<file path="config.mk">
export PLATFORM = sky130hd
export DESIGN_NAME = fetch_sequencer_flat
export DESIGN_NICKNAME = d
export VERILOG_FILES = /design/src/rtl/fetch_sequencer_if.sv /design/src/rtl/fetch_sequencer.sv /design/src/flat_wrapper.sv
export SDC_FILE = /design/constraint.sdc
export NUM_CORES = 1
export LEC_CHECK = 0
export CAP_MARGIN = 20
export CORE_MARGIN = 8
export CORE_UTILIZATION = 46
export CTS_CLUSTER_DIAMETER = 60
export DETAILED_ROUTE_END_ITERATION = 16
export PLACE_DENSITY_LB_ADDON = 0.12
export RECOVER_POWER = 100
export SKIP_LAST_GASP = 1
export SYNTH_ARGS = -nofsm -noshare
export SYNTH_HDL_FRONTEND = slang
export SYNTH_SLANG_ARGS = --single-unit
</file>
<file path="constraint.sdc">
create_clock -name clk -period 1.9 [get_ports clk]
set_input_delay 0.19 -clock clk [delete_from_list [all_inputs] [get_ports clk]]
set_output_delay 0.19 -clock clk [all_outputs]
set_load 0.005 [all_outputs]
</file>
<file path="src/rtl/fetch_sequencer_if.sv">
// Fetch sequencer control/status bundle.
// Optional perf counters appear when FETCH_PERF_EN is defined.
interface fetch_sequencer_if #(
  parameter int PC_W = 16
);
  logic            go;
  logic            halt_req;
  logic            stall_req;
  logic            br_valid;
  logic            br_taken;
  logic            br_dir;
  logic [PC_W-1:0] br_base;
  logic [PC_W-1:0] br_offset;
  logic [PC_W-1:0] pc;
  logic            pc_valid;
  logic            flush;
  logic            halted;
  logic            busy;
`ifdef FETCH_PERF_EN
  logic [15:0]     fetch_count;
  logic [15:0]     taken_count;

  modport master (
    output go, halt_req, stall_req,
    output br_valid, br_taken, br_dir,
    output br_base, br_offset,
    input  pc, pc_valid, flush,
    input  halted, busy,
    input  fetch_count, taken_count
  );

  modport slave (
    input  go, halt_req, stall_req,
    input  br_valid, br_taken, br_dir,
    input  br_base, br_offset,
    output pc, pc_valid, flush,
    output halted, busy,
    output fetch_count, taken_count
  );
`else
  modport master (
    output go, halt_req, stall_req,
    output br_valid, br_taken, br_dir,
    output br_base, br_offset,
    input  pc, pc_valid, flush,
    input  halted, busy
  );

  modport slave (
    input  go, halt_req, stall_req,
    input  br_valid, br_taken, br_dir,
    input  br_base, br_offset,
    output pc, pc_valid, flush,
    output halted, busy
  );
`endif
endinterface

</file>
<file path="src/rtl/fetch_sequencer.sv">
// PC owner and fetch sequencer: start, halt, stall, redirect+flush.
// Define FETCH_PERF_EN to add saturating fetch/taken counters.
module fetch_sequencer #(
  parameter int              PC_W         = 16,
  parameter logic [PC_W-1:0] RESET_PC     = '0,
  parameter int              FLUSH_CYCLES = 2
) (
  input  logic              clk,
  input  logic              rst_n,
  fetch_sequencer_if.slave  bus
);

  typedef enum logic [1:0] {
    IDLE,
    RUN,
    FLUSH,
    HALT
  } state_t;

  localparam logic [2:0] CNT_INIT = 3'(FLUSH_CYCLES - 1);

  state_t          state_q, state_d;
  logic [PC_W-1:0] pc_q, pc_d;
  logic            pc_valid_q, pc_valid_d;
  logic            flush_q, flush_d;
  logic            halted_q, halted_d;
  logic            busy_q, busy_d;
  logic [2:0]      cnt_q, cnt_d;
  logic [PC_W-1:0] target;
  logic            start;
  logic            redirect;

  assign target = bus.br_dir ? bus.br_base + bus.br_offset
                             : bus.br_base - bus.br_offset;

  // Next-state and registered-output logic for the fetch FSM.
  always_comb begin
    state_d    = state_q;
    pc_d       = pc_q;
    pc_valid_d = 1'b0;
    flush_d    = 1'b0;
    halted_d   = 1'b0;
    cnt_d      = cnt_q;
    start      = 1'b0;
    redirect   = 1'b0;
    unique case (state_q)
      IDLE: begin
        if (bus.go) begin
          state_d    = RUN;
          pc_d       = RESET_PC;
          pc_valid_d = 1'b1;
          start      = 1'b1;
        end
      end
      RUN: begin
        if (bus.halt_req) begin
          state_d  = HALT;
          halted_d = 1'b1;
        end else if (bus.br_valid && bus.br_taken) begin
          state_d  = FLUSH;
          pc_d     = target;
          flush_d  = 1'b1;
          cnt_d    = CNT_INIT;
          redirect = 1'b1;
        end else if (!bus.stall_req) begin
          pc_d       = pc_q + 1'b1;
          pc_valid_d = 1'b1;
        end
      end
      FLUSH: begin
        if (cnt_q == 3'd0) begin
          state_d    = RUN;
          pc_valid_d = 1'b1;
        end else begin
          cnt_d   = cnt_q - 3'd1;
          flush_d = 1'b1;
        end
      end
      HALT: begin
        halted_d = 1'b1;
        if (bus.go) begin
          state_d    = RUN;
          pc_d       = RESET_PC;
          pc_valid_d = 1'b1;
          halted_d   = 1'b0;
          start      = 1'b1;
        end
      end
      default: state_d = IDLE;
    endcase
    busy_d = (state_d == RUN) || (state_d == FLUSH);
  end

  // FSM state and output registers.
  always_ff @(posedge clk or negedge rst_n) begin
    if (!rst_n) begin
      state_q    <= IDLE;
      pc_q       <= '0;
      pc_valid_q <= 1'b0;
      flush_q    <= 1'b0;
      halted_q   <= 1'b0;
      busy_q     <= 1'b0;
      cnt_q      <= 3'd0;
    end else begin
      state_q    <= state_d;
      pc_q       <= pc_d;
      pc_valid_q <= pc_valid_d;
      flush_q    <= flush_d;
      halted_q   <= halted_d;
      busy_q     <= busy_d;
      cnt_q      <= cnt_d;
    end
  end

  assign bus.pc       = pc_q;
  assign bus.pc_valid = pc_valid_q;
  assign bus.flush    = flush_q;
  assign bus.halted   = halted_q;
  assign bus.busy     = busy_q;

`ifdef FETCH_PERF_EN
  logic [15:0] fcnt_q, fcnt_d;
  logic [15:0] tcnt_q, tcnt_d;

  // Saturating perf counters; an accepted go restarts them.
  always_comb begin
    fcnt_d = fcnt_q;
    tcnt_d = tcnt_q;
    if (start) begin
      fcnt_d = '0;
      tcnt_d = '0;
    end else begin
      if (pc_valid_q && fcnt_q != 16'hFFFF)
        fcnt_d = fcnt_q + 16'd1;
      if (redirect && tcnt_q != 16'hFFFF)
        tcnt_d = tcnt_q + 16'd1;
    end
  end

  // Perf counter registers.
  always_ff @(posedge clk or negedge rst_n) begin
    if (!rst_n) begin
      fcnt_q <= '0;
      tcnt_q <= '0;
    end else begin
      fcnt_q <= fcnt_d;
      tcnt_q <= tcnt_d;
    end
  end

  assign bus.fetch_count = fcnt_q;
  assign bus.taken_count = tcnt_q;
`else
  logic unused_start;
  logic unused_redirect;
  assign unused_start    = start;
  assign unused_redirect = redirect;
`endif

endmodule

</file>
<file path="src/flat_wrapper.sv">
// flat-port wrapper written by rule: the top's interface ports become plain ports
module fetch_sequencer_flat 
#(
  parameter int              PC_W         = 16,
  parameter logic [PC_W-1:0] RESET_PC     = '0,
  parameter int              FLUSH_CYCLES = 2
)
  (clk, rst_n, bus_go, bus_halt_req, bus_stall_req, bus_br_valid, bus_br_taken, bus_br_dir, bus_br_base, bus_br_offset, bus_pc, bus_pc_valid, bus_flush, bus_halted, bus_busy);
  fetch_sequencer_if #(.PC_W(PC_W)) bus_i ();
  input  logic clk;
  input  logic rst_n;
  input wire logic [$bits(bus_i.go)-1:0] bus_go;
  input wire logic [$bits(bus_i.halt_req)-1:0] bus_halt_req;
  input wire logic [$bits(bus_i.stall_req)-1:0] bus_stall_req;
  input wire logic [$bits(bus_i.br_valid)-1:0] bus_br_valid;
  input wire logic [$bits(bus_i.br_taken)-1:0] bus_br_taken;
  input wire logic [$bits(bus_i.br_dir)-1:0] bus_br_dir;
  input wire logic [$bits(bus_i.br_base)-1:0] bus_br_base;
  input wire logic [$bits(bus_i.br_offset)-1:0] bus_br_offset;
  output wire logic [$bits(bus_i.pc)-1:0] bus_pc;
  output wire logic [$bits(bus_i.pc_valid)-1:0] bus_pc_valid;
  output wire logic [$bits(bus_i.flush)-1:0] bus_flush;
  output wire logic [$bits(bus_i.halted)-1:0] bus_halted;
  output wire logic [$bits(bus_i.busy)-1:0] bus_busy;
  assign bus_i.go = bus_go;
  assign bus_i.halt_req = bus_halt_req;
  assign bus_i.stall_req = bus_stall_req;
  assign bus_i.br_valid = bus_br_valid;
  assign bus_i.br_taken = bus_br_taken;
  assign bus_i.br_dir = bus_br_dir;
  assign bus_i.br_base = bus_br_base;
  assign bus_i.br_offset = bus_br_offset;
  assign bus_pc = bus_i.pc;
  assign bus_pc_valid = bus_i.pc_valid;
  assign bus_flush = bus_i.flush;
  assign bus_halted = bus_i.halted;
  assign bus_busy = bus_i.busy;
  fetch_sequencer #(.PC_W(PC_W), .RESET_PC(RESET_PC), .FLUSH_CYCLES(FLUSH_CYCLES)) u_core (.clk(clk), .rst_n(rst_n), .bus(bus_i));
endmodule
</file>
## Word level (Yosys, flattened, before mapping)

Index checks and enable logic that the tools add are counted.

- Flip-flop bits (word level): 25
- Input bits: 40
- Output and inout port bits: 20
- Logic and storage cells: 58

- Add/subtract/negate cells: 4
- Equality and inequality tests: 10
- Muxes and demuxes: 28
- Reductions and logical operators: 9

Operators by type and width:

| cell | count |
|---|---|
| $mux 16 | 5 |
| $pmux 16 s2 | 1 |
| $add 16x1->16 const B | 1 |
| $add 16x16->16 | 1 |
| $sub 16x16->16 | 1 |
| $mux 1 | 10 |
| $mux 3 | 3 |
| $mux 2 | 4 |
| $reduce_and 4->1 | 2 |
| $eq 2x2->1 const B | 3 |
| $pmux 2 s3 | 1 |
| $pmux 3 s2 | 1 |
| $eq 2x1->1 const B | 2 |
| $ne 2x1->1 const B | 2 |
| $ne 2x2->1 const B | 2 |
| $pmux 1 s2 | 2 |
| $reduce_bool 2->1 | 2 |
| $logic_not 3->1 | 1 |
| $ne 3x2->1 const B | 1 |
| $pmux 1 s3 | 1 |
| $sub 3x1->3 const B | 1 |
| $logic_not 2->1 | 1 |
| $reduce_or 2->1 | 1 |
| $logic_and 1x1->1 | 1 |
| $logic_or 1x1->1 | 1 |

## Depth between registers and ports, before layout

Gate-level depths: netlist of run 1.

- Depth in word-level cells: 6
- Depth in mapped cells: 15
- Gate-level depth less buffers: 14

## Worst setup path after synthesis of run 1

OpenSTA, ideal clock, no wires.

- Path type: input to register
- From: input bus_br_offset[4]
- To: register u_core.pc_q[14] (netlist: u_core.bus.pc[14])
- Library setup time: 0.071 ns
- Arrival: 2.387 ns
- Required time: 1.829 ns
- Path slack: -0.559 ns
- Cell stages on the path: 11
- Path buffers: 1
- Cells stage by stage: nor3_1 and3b_1 a21oi_1 nor3_1 nor2_1 xor2_1 ha_1 clkbuf_1 nand3_1 or4_1 nand4_1

- Longest elaborated chain between the ends: 5
- Elaborated cells between the ends (all ways): 6
- Classes of those cells: 2 x add/sub; 4 x mux

RTL lines:

| what | line | source |
|---|---|---|
| start, declared | flat_wrapper.sv:19 | `input wire logic [$bits(bus_i.br_offset)-1:0] bus_br_offset;` |
| $sub 16x16->16 or $add 16x16->16 (tied branches) | fetch_sequencer.sv:34, fetch_sequencer.sv:33 |  |
| $mux 16 (*) | fetch_sequencer.sv:33 | `assign target = bus.br_dir ? bus.br_base + bus.br_offset` |
| $mux 16 (*) | fetch_sequencer.sv:59 | `end else if (bus.br_valid && bus.br_taken) begin` |
| $mux 16 (*) | fetch_sequencer.sv:56 | `if (bus.halt_req) begin` |
| $pmux 16 s2 (*) | fetch_sequencer.sv:46 | `unique case (state_q)` |
| end signal, assigned | fetch_sequencer.sv:106 | `pc_q <= pc_d;` |
| end, declared | fetch_sequencer.sv:23 | `logic [PC_W-1:0] pc_q, pc_d;` |

Every way passes the cells marked *; elsewhere a longest branch is shown, timed or not. The select of a mux whose other input is x is not followed.
A chain may end at the register's enable or synchronous reset.

## Worst setup path after layout of run 1

- From: input bus_br_offset[13]
- To: register u_core.pc_q[14] (netlist: u_core.bus.pc[14])

The elaborated chain is that of the path after synthesis.

==> results of run 1 <==
## area by class of cell
| class | count | area, µm² | share of cell area |
|---|---|---|---|
| clock buffers | 3 | 41.3 | 0.00928 |
| clock inverters | 1 | 7.51 | 0.00169 |
| well taps | 72 | 90.1 | 0.0203 |
| flip-flops and latches | 25 | 626 | 0.141 |
| multi-input cells | 286 | 2220 | 0.498 |
| inverters | 19 | 76.3 | 0.0172 |
| repair buffers | 163 | 1390 | 0.313 |
## sequential cells by signal, indices dropped and copies added (netlist names)
register,flops
u_core.bus.busy,1
u_core.bus.flush,1
u_core.bus.pc,16
u_core.state_q,2
u_core.bus.pc_valid,1
u_core.bus.halted,1
u_core.cnt_q,3
## worst max-delay path by stage
stage / end / slack, ps
final: u_core.bus.pc[14] / -410
after global routing: u_core.bus.pc[14] / -460
after CTS: u_core.bus.pc[15] / -370
after detailed placement: u_core.bus.pc[15] / -1090
after global placement: u_core.bus.pc[15] / -970
after floorplan: u_core.bus.pc[14] / -410
## where the power goes
part | switching [mW] | leakage (nW) | internal, mW
clock | 0.191 | 0.0217 | 0.149
combinational | 1.32 | 1.68 | 1.30
sequential | 0.104 | 0.332 | 0.691
total | 1.61 | 2.03 | 2.14
## layer usage
layer	vias up	track usage
li1	1553	-
met1	1556	0.233
met2	121	0.348
met3	18	0.0288
met4	0	0.0682
met5	-	0
## cell families (layout without fill, tap and decap cells)
group           count (synthesis)  in the layout  share of synthesized area
flops                          25             25                      0.239
fa+ha+maj                      26             26                      0.127
mux                             1              1                    0.00430
xor+xnor                       28             28                     0.0936
compound gates                116            116                      0.277
simple gates                  115            115                      0.213
buf+inv                        28            186                     0.0458
## layout by cell type, fill, tap and decap left out, types with 4 or more instances in the layout
cell / instances
a22oi_1: 4
inv_1: 12
nand4_1: 6
nor2_1: 23
nand2_1: 35
a31oi_1: 6
ha_1: 19
o21ai_1: 7
a21oi_2: 9
o21ai_0: 17
o22ai_1: 4
buf_6: 12
a21o_1: 5
buf_4: 93
o21a_1: 6
nand3_1: 5
dfrtp_1: 25
o21ai_2: 5
nor3_1: 6
and2_1: 4
xnor2_2: 4
o221ai_1: 5
a21oi_1: 22
and3_1: 7
dlygate4sd3_1: 19
xor2_1: 13
xnor2_1: 10
ha_4: 5
inv_2: 5
clkdlybuf4s50_1: 24
## metrics by stage
stage	hold WS, ps	utilization	TNS [ps]	cells
2_1_floorplan	-106	-	-2090	339
3_3_place_gp	473	0.730	-10760	550
3_5_place_dp	474	0.730	-11780	550
4_1_cts	294	0.782	-2150	566
5_1_grt	465	0.808	-4720	569
6_report	466	0.808	-2530	569
## worst min-delay path, cell delays in order
cell and delay (ps):
buf_8 80, buf_4 100, ha_2 150, a21oi_1 60, o21ai_0 130
## repair_timing
action,in CTS,in global routing
pin swaps,51,31
gates cloned,0,0
hold buffers,0,0
setup buffers,12,3
setup endpoints to repair,15,14
gates resized for setup,98,29
==> qor.csv, run 1 <==
stage,metric,value,unit
layout,# diodes,0,
die,I/O Pins,60,
pwr,worst vdd ir,0.000587,V
cts,CTS tree,yes,
setup_path,CP Capture Type,flip-flop,
grt,vias in the first global route,3189,
cts,clk slew on worst S/H paths,100,ps
grt,global route overflow,0,
die,DIE AREA,8370,µm²
synth,Avg Inst Size Synth,7.73,µm²
synth,Mapped Area,2620,µm²
die,Placement Rows,27,
cts,CTS Buf Count,3,
setup_path,WS Path Type,input pin to flip-flop,
pwr,PwrDens,845,nW/µm²
sta,final setup margin,-414,ps
route,met2 wire length,4.58,mm
sta,count of final setup violators,17,
placed_design,placed cell area,4020,µm²
setup_path,cell breakdown of the critical path,clkdlybuf4s15_1 > or4_4 > nor2_2 > nor2_1 > xor2_1 > ha_1 > buf_4 > inv_2 > nand2_1 > or4_1 > nand4_1,
hold_path,hold-critical path depth,5,
die,Die Height,91.5,µm
route,post-route ant nets,0,
cts,H-tree lvl count,1,
grt,largest net degree at the start of global routing,26,
run_status,status,"finished, violations left",
synth,asr flop ratio synth,1.00,
sta,Slew headroom,0.0586,
synth,top-count cell post-synth,nand2_1,
setup_path,Critical Path Start,bus_br_offset[13],
synth,Post-synth top flop,dfrtp_1,
setup_path,R2R setup slack,-180,ps
sta,Final Hold Vio Count,0,
layout,layout cell share with drive strength beyond 1,0.364,
placed_design,DP Worst Slack,-1090,ps
synth,post-synth top area share,0.239,
setup_path,"Largest stage delay, worst path",530,ps
route,1st-pass router iterations,4,
setup_path,data required time of the worst path,2110,ps
synth,post-synth cell types,50,
die,initial core utilization,0.476,
setup_path,CP Launch Type,input pin,
sta,maximum clock rate,432,MHz
route,met3 WL,427,µm
setup_path,"Largest delay share family, worst path",simple AND/OR/NAND/NOR gates,
layout,fill count,358,
layout,Layout area overhead,69.7,%
hold_path,min-delay worst type,input pin to flip-flop,
setup_path,critical path peak fanout,4,
route,total wire length,9.11,mm
route,Top Metal Used,met4,
cts,Clock Latency Late Sink,280,ps
sta,Final Max Slew Viols,0,
pwr,leakage power,2.03,nW
route,# DRC,0,
run_status,failing checks,negative setup slack,
pwr,total chip power,3.76,mW
placed_design,Final HPWL DP,6.61,mm
cts,worst-case clock buffer depth,2,
synth,"EDFF count, synth",0,
placed_design,port buffer count,59,
grt,All-Layer GR Usage,0.196,
cts,Root Driver,clkbuf_8,
sta,Final min period,2310,ps
synth,"FF+latch count, synth",25,
setup_path,Worst Path Buf+Inv,3,
grt,initial antenna violation count,0,
sta,Worst Tran Pin Value,1410,ps
grt,global-route wire length before repair,14.1,mm
synth,synth warn,0,
setup_path,FF-to-FF Start,u_core.state_q[0],
route,Vias/cell,5.71,
synth,Post-Syn Nets,405,
synth,Mapped Cells,339,
layout,fin area,4450,µm²
synth,ranking of synthesized cells by area,"dfrtp_1 24%, ha_1 12%, a21oi_1 6.5%, nand2_1 5.4%, o21ai_0 5.3%",
route,DR WL/cell,16.0,µm
route,Via Count,3248,
synth,Synth top cells by count,"38 x nand2_1, 34 x a21oi_1, 28 x o21ai_0, 27 x nor2_1",
sta,period utilization,1.22,
sta,RSZ-0062 raised after global routing,yes,
setup_path,path depth of the worst reg2reg path,8,
sta,clock skew,8.14,ps
route,Initial DRC Count,132,
layout,Nets,564,
job,max cap viols,0,
hold_path,hold wc startpoint,bus_br_offset[0],
setup_path,worst reg2reg endpoint,u_core.bus.pc[14],
route,met1 WL,3.91,mm
placed_design,GPL Wtd Cong,0.878,
die,Core ar.,5510,µm²
setup_path,CP arrival,2520,ps
die,Die Wd,91.5,µm
setup_path,CP max-delay cell,or4_1,
synth,register area share after synthesis,0.239,
synth,Yosys top cell by area,dfrtp_1,
hold_path,"Endpoint, Worst Hold",u_core.bus.pc[0],
cts,Sink Count,25,
setup_path,Crit path depth,11,
Power figures use the tool's default switching activity.
==> run 2, diff against run 1 <==
- CORE_MARGIN: 8 -> not set
==> qor.csv, run 2 (synthesized netlist as in run 1, its figures left out) <==
stage,metric,value,unit,change
layout,fill count,329,,-8.1%
die,Core ar.,5510,µm²,unchanged
placed_design,port buffer count,59,,unchanged
route,total wire length,9.86,mm,+8.2%
cts,Sink Count,25,,unchanged
setup_path,WS Path Type,input pin to flip-flop,,
die,I/O Pins,60,,unchanged
sta,Final min period,2370,ps,+57.0 ps
die,initial core utilization,0.476,,unchanged
sta,final setup margin,-471,ps,-57.0 ps
hold_path,min-delay worst type,flip-flop to flip-flop,,
cts,CTS Buf Count,3,,unchanged
route,# DRC,0,,unchanged
cts,Clock Latency Late Sink,270,ps,about the same
cts,clk slew on worst S/H paths,90,ps,about the same
sta,Final Max Slew Viols,0,,unchanged
setup_path,FF-to-FF Start,u_core.state_q[0],,
die,Die Wd,77.5,µm,-15%
layout,Layout area overhead,72.5,%,
layout,final core occ,0.821,,+0.0132
setup_path,"Largest delay share family, worst path",simple AND/OR/NAND/NOR gates,,
layout,layout cell share with drive strength beyond 1,0.376,,+0.0121
pwr,worst vdd ir,0.000658,V,+12%
sta,Fin Setup TNS,-3610,ps,-1080 ps
pwr,leakage power,2.03,nW,about the same
placed_design,Final HPWL DP,6.04,mm,-8.7%
grt,global route overflow,0,,unchanged
route,DR WL/cell,17.3,µm,+8.2%
hold_path,hold wc startpoint,u_core.cnt_q[0],,
route,Via Count,3395,,+4.5%
run_status,failing checks,negative setup slack,,
cts,worst-case clock buffer depth,2,,unchanged
layout,Nets,564,,unchanged
run_status,status,"finished, violations left",,
sta,clock skew,2.35,ps,-5.78 ps
pwr,PwrDens,846,nW/µm²,+0.19%
route,Initial DRC Count,246,,+86%
layout,Final Non-Filler Cells,569,,unchanged
layout,"most common cell after layout, fill and taps aside",buf_4,,
sta,Final Hold Vio Count,0,,unchanged
placed_design,DP Worst Slack,-1060,ps,+29.5 ps
setup_path,Worst Path Buf+Inv,1,,-2
grt,initial antenna violation count,0,,unchanged
setup_path,critical path peak fanout,4,,unchanged
layout,Reg area,627,µm²,+0.20%
sta,Worst Tran Pin Value,1390,ps,-23.9 ps
layout,max reg flops,16,,unchanged
die,DIE AREA,6000,µm²,-28%
route,Vias/cell,5.97,,+4.5%
grt,All-Layer GR Usage,0.288,,+0.0927
sta,count of final setup violators,19,,+2
cts,CTS tree,yes,,
die,Die Height,77.5,µm,-15%
placed_design,GPL Wtd Cong,0.838,,-4.5%
setup_path,Worst path most repeated cell,o21a_1,,
placed_design,DP Cell Count,551,,+0.18%
setup_path,cell breakdown of the critical path,buf_8 > nor3_4 > and3b_2 > nor2_1 > xnor2_1 > ha_1 > o21a_1 > o21ai_1 > a21oi_2 > o21a_1 > or3_1 > a31o_2,,
route,post-route ant nets,0,,unchanged
setup_path,Critical Path Start,bus_br_offset[2],,
sta,Slew headroom,0.0746,,+0.0159
cts,Root Driver,clkbuf_8,,
grt,global-route wire length before repair,14.2,mm,+0.14%
setup_path,data required time of the worst path,2060,ps,-50 ps
setup_path,CP max-delay cell,or3_1,,
die,Placement Rows,27,,unchanged
sta,RSZ-0062 raised after global routing,yes,,
job,max cap viols,0,,unchanged
layout,most frequent cells in the layout,"83 x buf_4, 35 x nand2_1, 25 x clkdlybuf4s50_1, 24 x dfrtp_1, 20 x ha_1",,
sta,period utilization,1.25,,+0.0300
cts,Hold Buf Count CTS,0,,unchanged
grt,vias in the first global route,3212,,+0.72%
route,1st-pass router iterations,5,,+1
setup_path,CP Capture Type,flip-flop,,
setup_path,"Largest stage delay, worst path",360,ps,-170 ps
layout,area of the multi-input gates,2300,µm²,+3.9%
grt,largest net degree at the start of global routing,26,,unchanged
sta,maximum clock rate,422,MHz,-2.4%
setup_path,CP arrival,2530,ps,about the same
cts,H-tree lvl count,1,,unchanged
layout,# diodes,0,,unchanged
setup_path,CP Launch Type,input pin,,
==> run 2: path summary, 6_finish.rpt <==
check	end	cells past startpoint	slack [ps]
max reg2reg	u_core.bus.pc[14]	7	-200
max	u_core.bus.pc[9]	12	-470
min in group asynchronous	u_core.bus.halted	2	760
min reg2reg	u_core.cnt_q[0]	1	520
min	u_core.cnt_q[0]	1	520
max in group asynchronous	u_core.state_q[1]	2	230
==> run 2: routing by layer <==
layer  track usage  vias up  share of wire
met2         0.542      175           0.53
met4        0.0774        0          0.032
li1              -     1557              -
met3        0.0188       44          0.048
met1         0.352     1619           0.39
met5             0        -              0
==> run 2: power breakdown <==
group	internal (mW)	leakage (nW)	switching, mW
registers	0.693	0.331	0.113
logic	1.34	1.68	1.36
clock network	0.147	0.0255	0.173
==> run 2: cell type report <==
type	count	area share
multi-input cells	287	0.510
well taps	72	0.0199
clock buffers	3	0.00913
flip-flops and latches	25	0.139
inverters	19	0.0169
repair buffers	162	0.305
clock inverters	1	0.00111
==> run 2: repair_timing <==
action	4_1_cts	5_1_grt
setup buffers	10	5
pin swaps	56	37
setup endpoints to repair	14	16
resized for setup	104	42
cloned	1	0
==> run 2: stage by stage <==
stage	hold slack [ps]	power, mW	instance area, µm²
finish	516	3.83	4520
CTS	295	3.59	4340
floorplan	-106	2.05	2740
global route	543	4.09	4520
global placement	482	3.06	4030
detailed placement	504	3.11	4030
==> run 3, diff against run 2 <==
- GPL_ROUTABILITY_DRIVEN: not set -> 0
==> results of run 3 <==
No change in the layout: final DEF, timing and power equal those of run 2.
